--- src/rtl/inst_fetch.sv ---
// Instruction-fetch front end: owns the PC, maps kseg0/kseg1 to physical
// addresses, issues one-word reads to the instruction cache, and buffers the
// returned instructions in a 2-entry FIFO that feeds decode. Redirects flush
// all younger work, including a fetch whose response is still in flight.
module inst_fetch #(
    parameter logic [31:0] RESET_PC = 32'hBFC0_0000
) (
    input  logic        clk,
    input  logic        rst,
    output logic [31:0] ic_araddr,
    output logic        ic_arvalid,
    output logic        ic_cache_ena,
    input  logic [31:0] ic_rdata,
    input  logic        ic_rvalid,
    input  logic        redirect,
    input  logic [31:0] redirect_pc,
    output logic        id_valid,
    input  logic        id_ready,
    output logic [31:0] id_inst,
    output logic [31:0] id_pc,
    output logic        id_adel
);

    typedef enum logic [1:0] {
        S_REQ,   // ready to issue a request for pc
        S_WAIT,  // request outstanding, response belongs to pc
        S_DROP,  // request outstanding, response is stale and discarded
        S_HALT   // misaligned pc reported, wait for a redirect
    } state_t;

    state_t      state, state_nxt;
    logic [31:0] pc, pc_nxt;

    // FIFO storage and bookkeeping
    logic [31:0] fifo_pc   [2];
    logic [31:0] fifo_inst [2];
    logic        fifo_adel [2];
    logic        wr_ptr, rd_ptr;
    logic [1:0]  count;

    logic        push, pop, fifo_full;
    logic [31:0] push_inst;
    logic        push_adel;

    assign fifo_full = (count == 2'd2);
    assign id_valid  = (count != 2'd0);
    // A redirect discards the head, so a simultaneous pop must not count.
    assign pop       = id_valid & id_ready & ~redirect;

    assign id_pc   = fifo_pc[rd_ptr];
    assign id_inst = fifo_inst[rd_ptr];
    assign id_adel = fifo_adel[rd_ptr];

    // kseg0 and kseg1 both drop the top three bits; kseg1 is uncached.
    assign ic_araddr    = (pc[31:30] == 2'b10) ? {3'b000, pc[28:0]} : pc;
    assign ic_cache_ena = (pc[31:29] != 3'b101);

    // Next-state, next-pc, request and push decisions for the fetch FSM.
    always_comb begin
        // NOTE: every output of this block gets a default first, so no path
        // through the case statement can leave one unassigned (no latches).
        state_nxt = state;
        pc_nxt    = pc;
        // Held low during reset so no request escapes while the cache resets.
        ic_arvalid = 1'b0;
        push       = 1'b0;
        push_inst  = 32'h0;
        push_adel  = 1'b0;
        case (state)
            S_REQ: begin
                if (redirect) begin
                    pc_nxt = redirect_pc;
                end else if (fifo_full) begin
                    state_nxt = S_REQ;
                end else if (pc[1:0] != 2'b00) begin
                    push      = 1'b1;
                    push_adel = 1'b1;
                    state_nxt = S_HALT;
                end else begin
                    ic_arvalid = rst;
                    state_nxt  = S_WAIT;
                end
            end
            S_WAIT: begin
                if (redirect) begin
                    pc_nxt    = redirect_pc;
                    state_nxt = ic_rvalid ? S_REQ : S_DROP;
                end else if (ic_rvalid) begin
                    push      = 1'b1;
                    push_inst = ic_rdata;
                    pc_nxt    = pc + 32'd4;
                    state_nxt = S_REQ;
                end
            end
            S_DROP: begin
                if (redirect) begin
                    pc_nxt = redirect_pc;
                end
                if (ic_rvalid) begin
                    state_nxt = S_REQ;
                end
            end
            S_HALT: begin
                if (redirect) begin
                    pc_nxt    = redirect_pc;
                    state_nxt = S_REQ;
                end
            end
            default: state_nxt = S_REQ;
        endcase
    end

    // FSM state and pc registers.
    always_ff @(posedge clk) begin
        // NOTE: sequential state uses non-blocking assignments so every
        // register samples the pre-edge values of the others.
        if (!rst) begin
            state <= S_REQ;
            pc    <= RESET_PC;
        end else begin
            state <= state_nxt;
            pc    <= pc_nxt;
        end
    end

    // FIFO: push from the FSM, pop to decode, full flush on redirect.
    always_ff @(posedge clk) begin
        if (!rst) begin
            // NOTE: the two entries are reset as well, because id_* read the
            // head directly and must show zero out of reset.
            for (int i = 0; i < 2; i++) begin
                fifo_pc[i]   <= 32'h0;
                fifo_inst[i] <= 32'h0;
                fifo_adel[i] <= 1'b0;
            end
            wr_ptr <= 1'b0;
            rd_ptr <= 1'b0;
            count  <= 2'd0;
        end else if (redirect) begin
            wr_ptr <= 1'b0;
            rd_ptr <= 1'b0;
            count  <= 2'd0;
        end else begin
            if (push) begin
                fifo_pc[wr_ptr]   <= pc;
                fifo_inst[wr_ptr] <= push_inst;
                fifo_adel[wr_ptr] <= push_adel;
                wr_ptr            <= ~wr_ptr;
            end
            if (pop) begin
                rd_ptr <= ~rd_ptr;
            end
            case ({push, pop})
                2'b10:   count <= count + 2'd1;
                2'b01:   count <= count - 2'd1;
                default: count <= count;
            endcase
        end
    end

endmodule

--- config.mk ---
export PLATFORM = sky130hd
export DESIGN_NAME = inst_fetch
export DESIGN_NICKNAME = d
export VERILOG_FILES = /design/src/rtl/inst_fetch.sv
export SDC_FILE = /design/constraint.sdc
export NUM_CORES = 1
export LEC_CHECK = 0
export CAP_MARGIN = 20
export CORE_MARGIN = 2
export CORE_UTILIZATION = 51
export CTS_BUF_LIST = sky130_fd_sc_hd__clkbuf_4 sky130_fd_sc_hd__clkbuf_8 sky130_fd_sc_hd__clkbuf_16
export CTS_CLUSTER_DIAMETER = 150
export CTS_CLUSTER_SIZE = 8
export DETAILED_ROUTE_END_ITERATION = 6
export PLACE_DENSITY = 0.8
export SLEW_MARGIN = 15
export SYNTH_ARGS = -nofsm -noshare
export SYNTH_HDL_FRONTEND = slang
export SYNTH_SLANG_ARGS = --single-unit
--- constraint.sdc ---
create_clock -name clk -period 4.1 [get_ports clk]
set_input_delay 0.41 -clock clk [delete_from_list [all_inputs] [get_ports clk]]
set_output_delay 0.41 -clock clk [all_outputs]
set_load 0.03 [all_outputs]
# After elaboration in Yosys (flattened, before gate mapping)
# Memories as Yosys holds them, arrays and structs flattened. A register that Yosys moved wholly into a read port is not among the register bits.
# Index checks and enable logic that the tools add are counted.
# Widths: inputs -> output; s select.
dict set report word_totals {
  reg_bits 38
  input_bits 69
  ram_bits 130
  n_memories 3
  out_inout_bits 100
}
# memory depth word_bits read_ports rd_ports_with_merged_regs wr line
set mem_list {}
lappend mem_list {fifo_inst 2 32 1 1 2 36} ;# logic [31:0] fifo_inst [2];
lappend mem_list {fifo_pc 2 32 1 1 2 35} ;# logic [31:0] fifo_pc [2];
lappend mem_list {fifo_adel 2 1 1 1 2 37} ;# logic fifo_adel [2];
dict set report classes {
  n_mux 48
  add_sub_neg 3
  bitwise 6
  n_reduce_logical 11
  eq_ne 12
}
# operator count
set op_table {}
lappend op_table {{$mux 32} 9}
lappend op_table {{$pmux 32 s2} 1}
lappend op_table {{$reduce_or 32->1} 2}
lappend op_table {{$add 32x3->32 const B} 1}
lappend op_table {{$mux 1} 28}
lappend op_table {{$mux 2} 7}
lappend op_table {{$eq 2x2->1 const B} 5}
lappend op_table {{$pmux 2 s4} 1}
lappend op_table {{$ne 3x3->1 const B} 2}
lappend op_table {{$reduce_bool 2->1} 3}
lappend op_table {{$eq 2x1->1 const B} 2}
lappend op_table {{$ne 2x2->1 const B} 2}
lappend op_table {{$not 1->1} 4}
lappend op_table {{$pmux 2 s2} 1}
lappend op_table {{$reduce_and 2->1} 2}
lappend op_table {{$reduce_or 3->1} 1}
lappend op_table {{$add 2x1->2 const B} 1}
lappend op_table {{$and 1x1->1} 2}
lappend op_table {{$logic_not 2->1} 1}
lappend op_table {{$ne 2x1->1 const B} 1}
lappend op_table {{$pmux 1 s2} 1}
lappend op_table {{$reduce_or 2->1} 1}
lappend op_table {{$sub 2x1->2 const B} 1}
lappend op_table {{$reduce_or 1->1} 1}

# Logic depth before layout (Yosys ltp)
# Gate-level depths: netlist (run 1).
dict set report logic_depth {
  word_depth 11
  mapped_depth 8
  depth_no_buf 7
}

# Worst setup path before layout (run 1)
# No wires, ideal clock.
dict set report synth_path {
  path_type {input port to flip-flop}
  from {in redirect}
  to {mem fifo_inst[1][0], enable pin}
  arrival_ns 3.094
  setup_slack_ns 0.582
  stages 7
  cell_sequence {buf_2 > nor3b_4 > nand2_1 > a211o_1 > buf_2 > buf_1 > nand2_1}
}
# item line
set synth_rtl {}
lappend synth_rtl {{from (decl)} 15} ;# input logic redirect,
lappend synth_rtl {{to (decl)} 36}

==> summary.md, run 1 <==
| Metric | Value |
|---|---|
| Post-synth cell types | 60 |
| Syn Area/Cell | 11.5 sq um |
| Core region area | 0.0153 sq mm |
| Final setup viols | 0 |
| Startpoint Class | flop |
| Data arrival, critical path | roughly 2600 ps |
| Via count | around 5900 |
| Syn Nets | about 760 |
| Die area | 0.0166 sq mm |
| DRC Markers | 0 |
| Fin util | 67.2% |
| CP max stage cell | dfxtp_2 |
| Initial antenna violation count | 0 |
| Yosys reg bits | 169 |
| Synth Cell Area | 0.00797 sq mm |
| Pwr Density | between 400 and 500 mW/mm^2 |
| Clk_lat worst skew | approximately 430 ps |
| Crit Reg-Reg Endpoint | fifo_inst[0][11] |
| R2r worst-path depth | 5 |
| Leak | 3.77 nW |
| CTS Buffer Depth | 2 |
| Post-Synthesis Cells | ~690 |
| Final setup TNS | 0 ps |
| Worst min-delay path class | reg -> reg |
| First-pass GRT wire length | roughly 30000 um |
| Synth async-reset ratio | 0% |
| Antenna viol nets, final | 0 |
| I/O pin cnt | 169 |
| RSZ-0062 raised after global routing | no |
| Clock sinks | around 170 |
| Final slew viol count | 0 |
| Worst Hold Endpoint | fifo_adel[0] |
| # hold bufs at CTS | 0 |
| CTS tree | built |
| Reg2reg start | state[0] |
| Reg-to-reg setup timing slack | between 1500 and 2000 ps |
| Drt total wl | about 19000 um |
| WP data required | roughly 3700 ps |
| First drt pass iteration count | 5 |
| H-tree depth | 4 |
| Cell area after layout | slightly above 0.01 sq mm |
| Clk slew on worst S/H paths | about 60 ps |
| Worst Tran Pin Value | about 1000 ps |
| Final worst setup slack | 1100 ps |
| Number of flops mapped to enable cells by yosys | around 130 |
| Gpl congestion | 0.894 |
| Number of global-route vias before repair | approximately 5700 |
| Dpl cell area | around 0.0096 sq mm |
| CP peak stage delay | 820 ps |
| Max Freq | ~330 MHz |
| Slew HR | around a third |
| Worst path cell trace | buf_12, mux2_2, clkdlybuf4s50_1 |
| P&R area growth vs syn | 28.7% |
| Initial core utilization | a little over half |
| Routed WL per cell | roughly 19 um |
| Overall routing resource usage | a little under a quarter |
| Worst hold start | fifo_adel[0] |
| Largest net degree at the start of global routing | 65 |
| DPL Wire Length | ~13000 um |
| Worst hold path stage count | 2 |
| Die height | 129 um |
| Ant. Diodes | 0 |
| Pre-CTS setup slack | ~1100 ps |
| Die W | approximately 130 um |
| Top FF cell, synth | edfxtp_1 |
| Register area share after synthesis | between 50% and 60% |
| Final Critical Period | between 3000 and 4000 ps |
| Grt total ovfl | 0 |
| Clk Tree Root Cell | clkbuf_16 |
| CP max FO | 37 |
| CP Class | reg -> out |
| Final-stage net count | between 800 and 900 |
| Fin Clk Skew | ~14 ps |
| TritonCTS Buffers | 17 |
| Fin. Hold Viols | 0 |
| # rows | 45 |
| Post-CTS Setup Inserts | 0 |
| Critical path capture point type | primary output |
| Ys Warns | 0 |
| Peak VDD IR | 0.307 mV |
| Port Buffers | between 150 and 200 |
| Vias per std cell | roughly 5.7 |
| Part of the cycle the worst path needs | between 70% and 80% |
| Post-cts resize count | 0 |
| Max-cap viol count | 0 |
| Fraction of layout cells with a size suffix above 1 | between 15 and 20% |
| First-iteration detailed-routing DRC count | between 600 and 700 |
| Status | finished clean |
[metal layers]
layer  up-vias  global-route usage (%)  part of all wire [%]
li1       2742                       -                     -
met1      2852                    32.0                    44
met5         -                       0                     0
met3        25                    4.95                   7.2
met4         0                    7.61                   1.3
met2       287                    37.3                    47
[state kept, by name, indices dropped and copies added, names as in the netlist, named ones only]
| signal | cells |
|---|---|
| state | 2 |
| fifo_adel | 2 |
| wr_ptr | 1 |
| fifo_inst | 64 |
| count | 2 |
| rd_ptr | 1 |
| pc | 32 |
| fifo_pc | 64 |
[cells by family after synthesis]
| family | Yosys count | synth area share (%) |
|---|---|---|
| AO/OA/AOI/OAI | 81 | 6.69 |
| adder cells (fa/ha/maj) | 2 | 0.314 |
| AND/OR/NAND/NOR | 275 | 17.4 |
| multiplexers | 68 | 9.56 |
| buffers and inverters | 84 | 6.01 |
| flip-flops | 169 | 58.5 |
| XOR/XNOR | 13 | 1.43 |
[cell usage in the layout, fill, tap and decap left out, drive strengths merged, types with 4 or more instances in the layout]
| cell type | count |
|---|---|
| a211oi | 9 |
| nor3 | 9 |
| nand4 | 6 |
| o211a | 4 |
| dfxtp | 41 |
| edfxtp | 128 |
| xnor2 | 7 |
| a21oi | 15 |
| mux2 | 65 |
| inv | 8 |
| clkinvlp | 5 |
| o21ai | 24 |
| and3 | 66 |
| nand2 | 59 |
| clkbuf | 19 |
| o22ai | 4 |
| xor2 | 6 |
| clkinv | 4 |
| nor4 | 9 |
| and4 | 4 |
| buf | 11 |
| nand3 | 10 |
| nor2 | 95 |
| clkdlybuf4s50 | 168 |
[cell usage after synthesis, types with 2 or more instances]
cell	number	area, sq um
nand3_2	2	20.0
or3_1	2	12.5
nand2_1	58	218
and3_1	61	382
o31ai_1	2	15.0
dfxtp_1	41	821
a21oi_1	15	75.1
o221ai_1	3	26.3
o211ai_1	3	22.5
clkbuf_8	2	27.5
clkbuf_1	32	120
nor3_1	8	40.0
a311oi_1	3	26.3
nor2b_1	2	12.5
a211o_1	3	26.3
nor4_1	8	50.1
and4_1	4	35.0
nor2_1	95	357
inv_1	6	22.5
nand4_1	6	37.5
buf_1	6	22.5
a31oi_1	2	12.5
o211a_1	4	40.0
a21boi_0	2	15.0
edfxtp_1	128	3840
mux2i_1	3	30.0
and2_1	3	18.8
buf_4	29	218
buf_2	3	15.0
a211oi_1	9	67.6
nand3_1	8	40.0
buf_6	4	45.0
mux2_2	65	732
and3_2	5	37.5
o22ai_1	4	25.0
o22a_1	2	17.5
xnor2_1	7	61.3
o21ai_0	24	120
ha_1	2	25.0
xor2_1	6	52.6
[area by class of cell]
type / instances / area, sq um
Timing Repair Buffer: 179 / 1820
Fill cell: 1104 / 5000
Sequential cell: 169 / 4670
Multi-Input combinational cell: 439 / 2860
Clock inverter: 13 / 168
Clock buffer: 19 / 453
Inverter: 7 / 26.3
Tap cell: 211 / 264
[stage by stage]
step / cells / power (mW) / hold slack [ps]
after detailed placement: 1004 / 2.56 / 474
after floorplan: 692 / 2.33 / 449
final: 1037 / 4.19 / 486
after global placement: 1004 / 2.55 / 464
after global routing: 1037 / 4.31 / 527
after CTS: 1036 / 4.20 / 488
[worst max path at each step]
stage / start / end / slack, ps / depth (start not counted)
floorplan: redirect / fifo_inst[1][0] / 580 / 7
global placement: redirect / ic_arvalid / 1230 / 5
detailed placement: redirect / fifo_pc[1][19] / 1120 / 5
CTS: flop / id_pc[26] / 1060 / 3
global route: flop / id_pc[28] / 960 / 3
finish: flop / id_pc[26] / 1100 / 3
[critical path, delay by kind of cell (launching register included)]
kind | cells | cell delay (ps)
flip-flops | 1 | 820
buffers and inverters | 2 | 920
multiplexers | 1 | 410
[power by group]
part	total, mW	switching, mW	leakage [nW]	internal [mW]
logic	0.540	0.298	1.82	0.242
clock network	1.66	0.663	0.288	0.995
registers	1.99	0.0680	1.67	1.92
(Power assumes the default switching activity.)
==> inputs of run 2 (changes only) <==
Clock period 4.1 ns to 3.1 ns, I/O delays scaled along.
==> summary.md, run 2 (synthesized netlist as in run 1, its figures left out) <==
| Metric | Value |
|---|---|
| Status | finished clean |
| Dpl cell area | 0.00969 sq mm (+0.89%) |
| # hold bufs at CTS | 0 (unchanged) |
| Psw | 1.30 mW (+26%) |
| Final Critical Period | about 2700 ps |
| Worst path cell trace | buf_12, mux2_2, clkdlybuf4s50_1 |
| Max Freq | approximately 370 MHz |
| Fraction of layout cells with a size suffix above 1 | 15.7% (+0.35 points) |
| First-iteration detailed-routing DRC count | 601 (-1.5%) |
| DPL Wire Length | 13200 um (+4.5%) |
| Port Buffers | 168 (unchanged) |
| Ant. Diodes | 0 (unchanged) |
| Peak VDD IR | 0.415 mV (+35%) |
| Core region area | 0.0153 sq mm (unchanged) |
| Sequential power share | 49.6% (+2.1 points) |
| Initial antenna violation count | 0 (unchanged) |
| Int Pwr | 3.99 mW (+26%) |
| Clk_lat worst skew | 430 ps (about the same) |
| H-tree depth | 4 (unchanged) |
| CP Class | reg -> out |
| RSZ-0062 raised after global routing | no |
| Number of global-route vias before repair | 5855 (+2.6%) |
| Part of the cycle the worst path needs | slightly below 90% |
| Via count | 5953 (+0.80%) |
| Clk pwr share | 36.6% (-3.0 points) |
| Combinational power share | 13.8% (+0.9 points) |
| Commonest non-fill, non-tap cell in the layout | clkdlybuf4s50_1 |
| Initial core utilization | 52.2% (unchanged) |
| Die area | 0.0166 sq mm (unchanged) |
| Antenna viol nets, final | 0 (unchanged) |
| Leak | 3.79 nW (+0.35%) |
| P&R area growth vs syn | 28.4% |
| Final slew viol count | 0 (unchanged) |
| Drt total wl | 19600 um (+1.8%) |
| Vias per std cell | 5.70 (+0.12%) |
| CP peak stage delay | 690 ps (-130 ps) |
| Gpl congestion | 0.948 (+6.0%) |
| Post-CTS Setup Inserts | 0 (unchanged) |
| DRC Markers | 0 (unchanged) |
| Final setup TNS | 0 ps (unchanged) |
| Overall routing resource usage | 24.0% (+0.72 points) |
| CP max stage cell | dfxtp_2 |
| Startpoint Class | flop |
| Cell area after layout | 0.0102 sq mm (-0.26%) |
| Critical path capture point type | primary output |
| Fin Clk Skew | 5.56 ps (-8.30 ps) |
| TritonCTS Buffers | 17 (unchanged) |
| CTS tree | built |
| Data arrival, critical path | 2390 ps (-200 ps) |
| Crit path buf inv count | 2 (unchanged) |
| # rows | 45 (unchanged) |
| Slew HR | 43.6% (+10 points) |
| CTS Buffer Depth | 2 (unchanged) |
| Clk Tree Root Cell | clkbuf_16 |
| First-pass GRT wire length | 30500 um (+2.4%) |
| Clk slew on worst S/H paths | 60 ps (about the same) |
| Worst min-delay path class | in -> reg |
| Clock sinks | 169 (unchanged) |
| Sw Ratio | 24.6% (about the same) |
| Max-cap viol count | 0 (unchanged) |
| Routed WL per cell | 18.8 um (+1.1%) |
| Fillers | 1145 (+3.7%) |
| CP max FO | 22 (-41%) |
| Top cell family by delay on the critical path | buffers and inverters |
| I/O pin cnt | 169 (unchanged) |
| Final setup viols | 0 (unchanged) |
| Final-stage net count | 891 (+0.79%) |
| Total design power | 5.29 mW (+26%) |
| Die W | 129 um (unchanged) |
| Pwr Density | 517 mW/mm^2 (+27%) |
| WP data required | 2790 ps (-900 ps) |
| First drt pass iteration count | 5 (unchanged) |
| Grt total ovfl | 0 (unchanged) |
| Commonest non-fill, non-tap cells in the layout | 168 x clkdlybuf4s50_1, 128 x edfxtp_1, 95 x nor2_1 |
| Fin. Hold Viols | 0 (unchanged) |
| Top flop regs | fifo_inst: 64 flops, fifo_pc: 64 flops, pc: 32 flops |
| Post-cts resize count | 0 (unchanged) |
| Largest net degree at the start of global routing | 48 (-26%) |
| Die height | 129 um (unchanged) |
| Worst Tran Pin Value | 846 ps (-156 ps) |
==> run 2: cell type report <==
type | instances | area [sq um] | area share (%)
Clock buffer | 21 | 455 | 4.45
Inverter | 7 | 26.3 | 0.257
Sequential cell | 169 | 4670 | 45.6
Multi-Input combinational cell | 439 | 2860 | 27.9
Clock inverter | 11 | 81.3 | 0.795
Tap cell | 211 | 264 | 2.58
Timing Repair Buffer | 186 | 1880 | 18.4
==> run 2: final timing paths <==
check        cells after the start            start  slack, ps      endpoint
min                              3  redirect_pc[31]        490        pc[31]
min reg2reg                      2     fifo_adel[1]        490  fifo_adel[1]
max                              3             flop        400     id_pc[26]
max reg2reg                      6         state[1]        810      count[1]
==> run 2: metrics by stage <==
step	cells	hold WS, ps	utilization [%]	worst slack (ps)
floorplan	692	439	-	281
global placement	1012	463	63.5	472
detailed placement	1012	476	63.5	451
CTS	1044	470	67.0	367
global route	1044	481	67.0	315
finish	1044	486	67.0	397
==> run 2: power groups by stage <==
stage | Clock (mW) | Sequential (mW) | Combinational (mW)
after floorplan | 0 | 2.64 | 0.441
after global placement | 0 | 2.66 | 0.719
after detailed placement | 0 | 2.67 | 0.726
after CTS | 1.96 | 2.62 | 0.730
after global routing | 2.04 | 2.64 | 0.771
final | 1.94 | 2.62 | 0.729
==> run 2: per-layer routing <==
| layer | track usage (%) | vias to the layer above | routed length, um |
|---|---|---|---|
| met2 | 38.8 | 293 | 9260 |
| met1 | 32.6 | 2885 | 8420 |
| li1 | - | 2744 | - |
| met3 | 5.24 | 31 | 1620 |
| met5 | 0 | - | 0 |
| met4 | 7.93 | 0 | 338 |
==> run 2: worst register-to-register path: stages (launching register included) <==
cell,delay [ps]
dfxtp_1,430
nor2_1,160
o221ai_1,390
a21o_1,350
ha_1,340
or3_1,400
a21oi_1,150
==> inputs of run 3 (changes only) <==
Settings changed: PLACE_DENSITY 0.8 to unset, PLACE_DENSITY_LB_ADDON set to 0.25.
==> summary.md, run 3 (synthesized netlist as in run 1, its figures left out) <==
| Metric | Value |
|---|---|
| I/O pin cnt | 169 (unchanged) |
| Leak | 3.80 nW (+0.24%) |
| Vias per std cell | 5.60 (-1.8%) |
| Slew HR | 49.1% (+5.4 points) |
| Status | finished clean |
| Final slew viol count | 0 (unchanged) |
| Final worst setup slack | 369 ps (-27.4 ps) |
| Pre-CTS setup slack | 587 ps (+136 ps) |
| Final setup TNS | 0 ps (unchanged) |
| Max-cap viol count | 0 (unchanged) |
| Grt total ovfl | 0 (unchanged) |
| Initial core utilization | 52.2% (unchanged) |
| R2r worst-path depth | 4 (-2) |
| DPL Wire Length | 13100 um (-1.0%) |
| Worst min-delay path class | in -> reg |
| Worst hold path stage count | 3 (unchanged) |
| H-tree depth | 4 (unchanged) |
| First-pass GRT wire length | 30000 um (-1.7%) |
| Die height | 129 um (unchanged) |
| Antenna viol nets, final | 0 (unchanged) |
| Commonest non-fill, non-tap cell in the layout | clkdlybuf4s50_1 |
| Max Freq | 366 MHz (-1.0%) |
| Fin Clk Skew | 8.79 ps (+3.23 ps) |
| Part of the cycle the worst path needs | 88.1% (+0.88 points) |
| Clk_lat worst skew | 420 ps (about the same) |
| Port Buffers | 168 (unchanged) |
| CTS Buffer Depth | 2 (unchanged) |
| CP max FO | 23 (+4.5%) |
| Startpoint Class | flop |
| Routed WL per cell | 18.6 um (-1.1%) |
| Core region area | 0.0153 sq mm (unchanged) |
| P&R area growth vs syn | 28.2% |
| Top cell family by delay on the critical path | buffers and inverters |
| Initial antenna violation count | 0 (unchanged) |
| Post-CTS Setup Inserts | 0 (unchanged) |
| First-iteration detailed-routing DRC count | 498 (-17%) |
| TritonCTS Buffers | 17 (unchanged) |
| Cell count along the critical path | 3 (unchanged) |
| Crit path buf inv count | 2 (unchanged) |
| Hold WS | 472 ps (-13.3 ps) |
| Commonest non-fill, non-tap cells in the layout | 168 x clkdlybuf4s50_1, 128 x edfxtp_1, 95 x nor2_1 |
| Final-stage net count | 891 (unchanged) |
| Clk Tree Root Cell | clkbuf_16 |
| Post-cts resize count | 0 (unchanged) |
| Top flop regs | fifo_inst: 64 flops, fifo_pc: 64 flops, pc: 32 flops |
| Worst Tran Pin Value | 764 ps (-81.7 ps) |
| # hold bufs at CTS | 0 (unchanged) |
| DRC Markers | 0 (unchanged) |
| Gpl congestion | 0.903 (-4.8%) |
| # rows | 45 (unchanged) |
| Final setup viols | 0 (unchanged) |
| Overall routing resource usage | 23.6% (-0.41 points) |
| RSZ-0062 raised after global routing | no |
| First drt pass iteration count | 4 (-1) |
| CP Class | reg -> out |
| Die area | 0.0166 sq mm (unchanged) |
| Die W | 129 um (unchanged) |
| CP max stage cell | dfxtp_2 |
| CP peak stage delay | 740 ps (+50 ps) |
| Pwr Density | 523 mW/mm^2 (+1.2%) |
| Largest net degree at the start of global routing | 61 (+27%) |
| Clk slew on worst S/H paths | 70 ps (about the same) |
| Fin. Hold Viols | 0 (unchanged) |
| WP data required | 2790 ps (about the same) |
| Ant. Diodes | 0 (unchanged) |
| Number of global-route vias before repair | 5743 (-1.9%) |
| Via count | 5845 (-1.8%) |
| Clock sinks | 169 (unchanged) |
| Final Critical Period | 2730 ps (+27.4 ps) |
| Fraction of layout cells with a size suffix above 1 | 16.0% (+0.24 points) |
| Data arrival, critical path | 2420 ps (+30 ps) |
| Peak VDD IR | 0.387 mV (-6.7%) |
| Worst path cell trace | buf_12, mux2_2, clkdlybuf4s50_1 |
| CTS tree | built |
| Drt total wl | 19400 um (-1.1%) |
| Critical path capture point type | primary output |
==> run 3: cell types whose count changed in the layout (fill, tap and decap cells not counted), moves of 2 or more <==
cell / previous run / this run
clkinvlp_4: 2 / 0
clkinv_1: 4 / 2
inv_4: 0 / 3
buf_12: 5 / 3
buf_4: 13 / 15
clkinv_4: 0 / 2
clkbuf_4: 4 / 2
==> run 3: worst register-to-register path: cells and delay by family, from the launching register on <==
family / cells / cell delay [ps]
AO/OA/AOI/OAI: 2 / 840
flip-flops: 1 / 510
buffers and inverters: 1 / 410
AND/OR/NAND/NOR: 1 / 80
==> run 3: power breakdown <==
| part | total, mW | switching (mW) | leakage, nW | internal, mW |
|---|---|---|---|---|
| registers | 2.63 | 0.0868 | 1.67 | 2.54 |
| clock network | 2.00 | 0.860 | 0.283 | 1.14 |
| logic | 0.716 | 0.395 | 1.85 | 0.321 |
==> run 3: path summary, 6_finish.rpt <==
check / endpoint / startpoint / slack (ps)
worst max register to register: fifo_pc[1][16] / pc[1] / 890
worst min-delay path: pc[31] / redirect_pc[31] / 470
worst min register to register: fifo_adel[1] / fifo_adel[1] / 490
worst max-delay path: id_pc[13] / flop / 370
==> run 3: layout make-up <==
class                      instances  area (sq um)
inverter                           7          26.3
timing repair buffer             186          1850
clock buffer                      20           454
tap                              211           264
fill                            1163          5050
multi-input combinational        439          2850
sequential                       169          4670
clock inverter                    12          98.8
==> run 3: per-layer routing <==
metal	vias to the layer above	GRT usage [%]	wire length (um)
met4	0	8.38	310
met1	2818	30.5	8150
li1	2752	-	-
met2	247	39.7	9660
met3	28	4.91	1300
met5	-	0	0
==> run 3: through the flow <==
step                instance area, sq um  utilization (%)  total power [mW]  cells
global placement                    9660             63.3              3.38   1012
floorplan                           7970                -              3.08    692
finish                             10200             66.9              5.34   1044
detailed placement                  9660             63.3              3.39   1012
CTS                                10200             66.9              5.37   1044
global route                       10200             66.9              5.52   1044
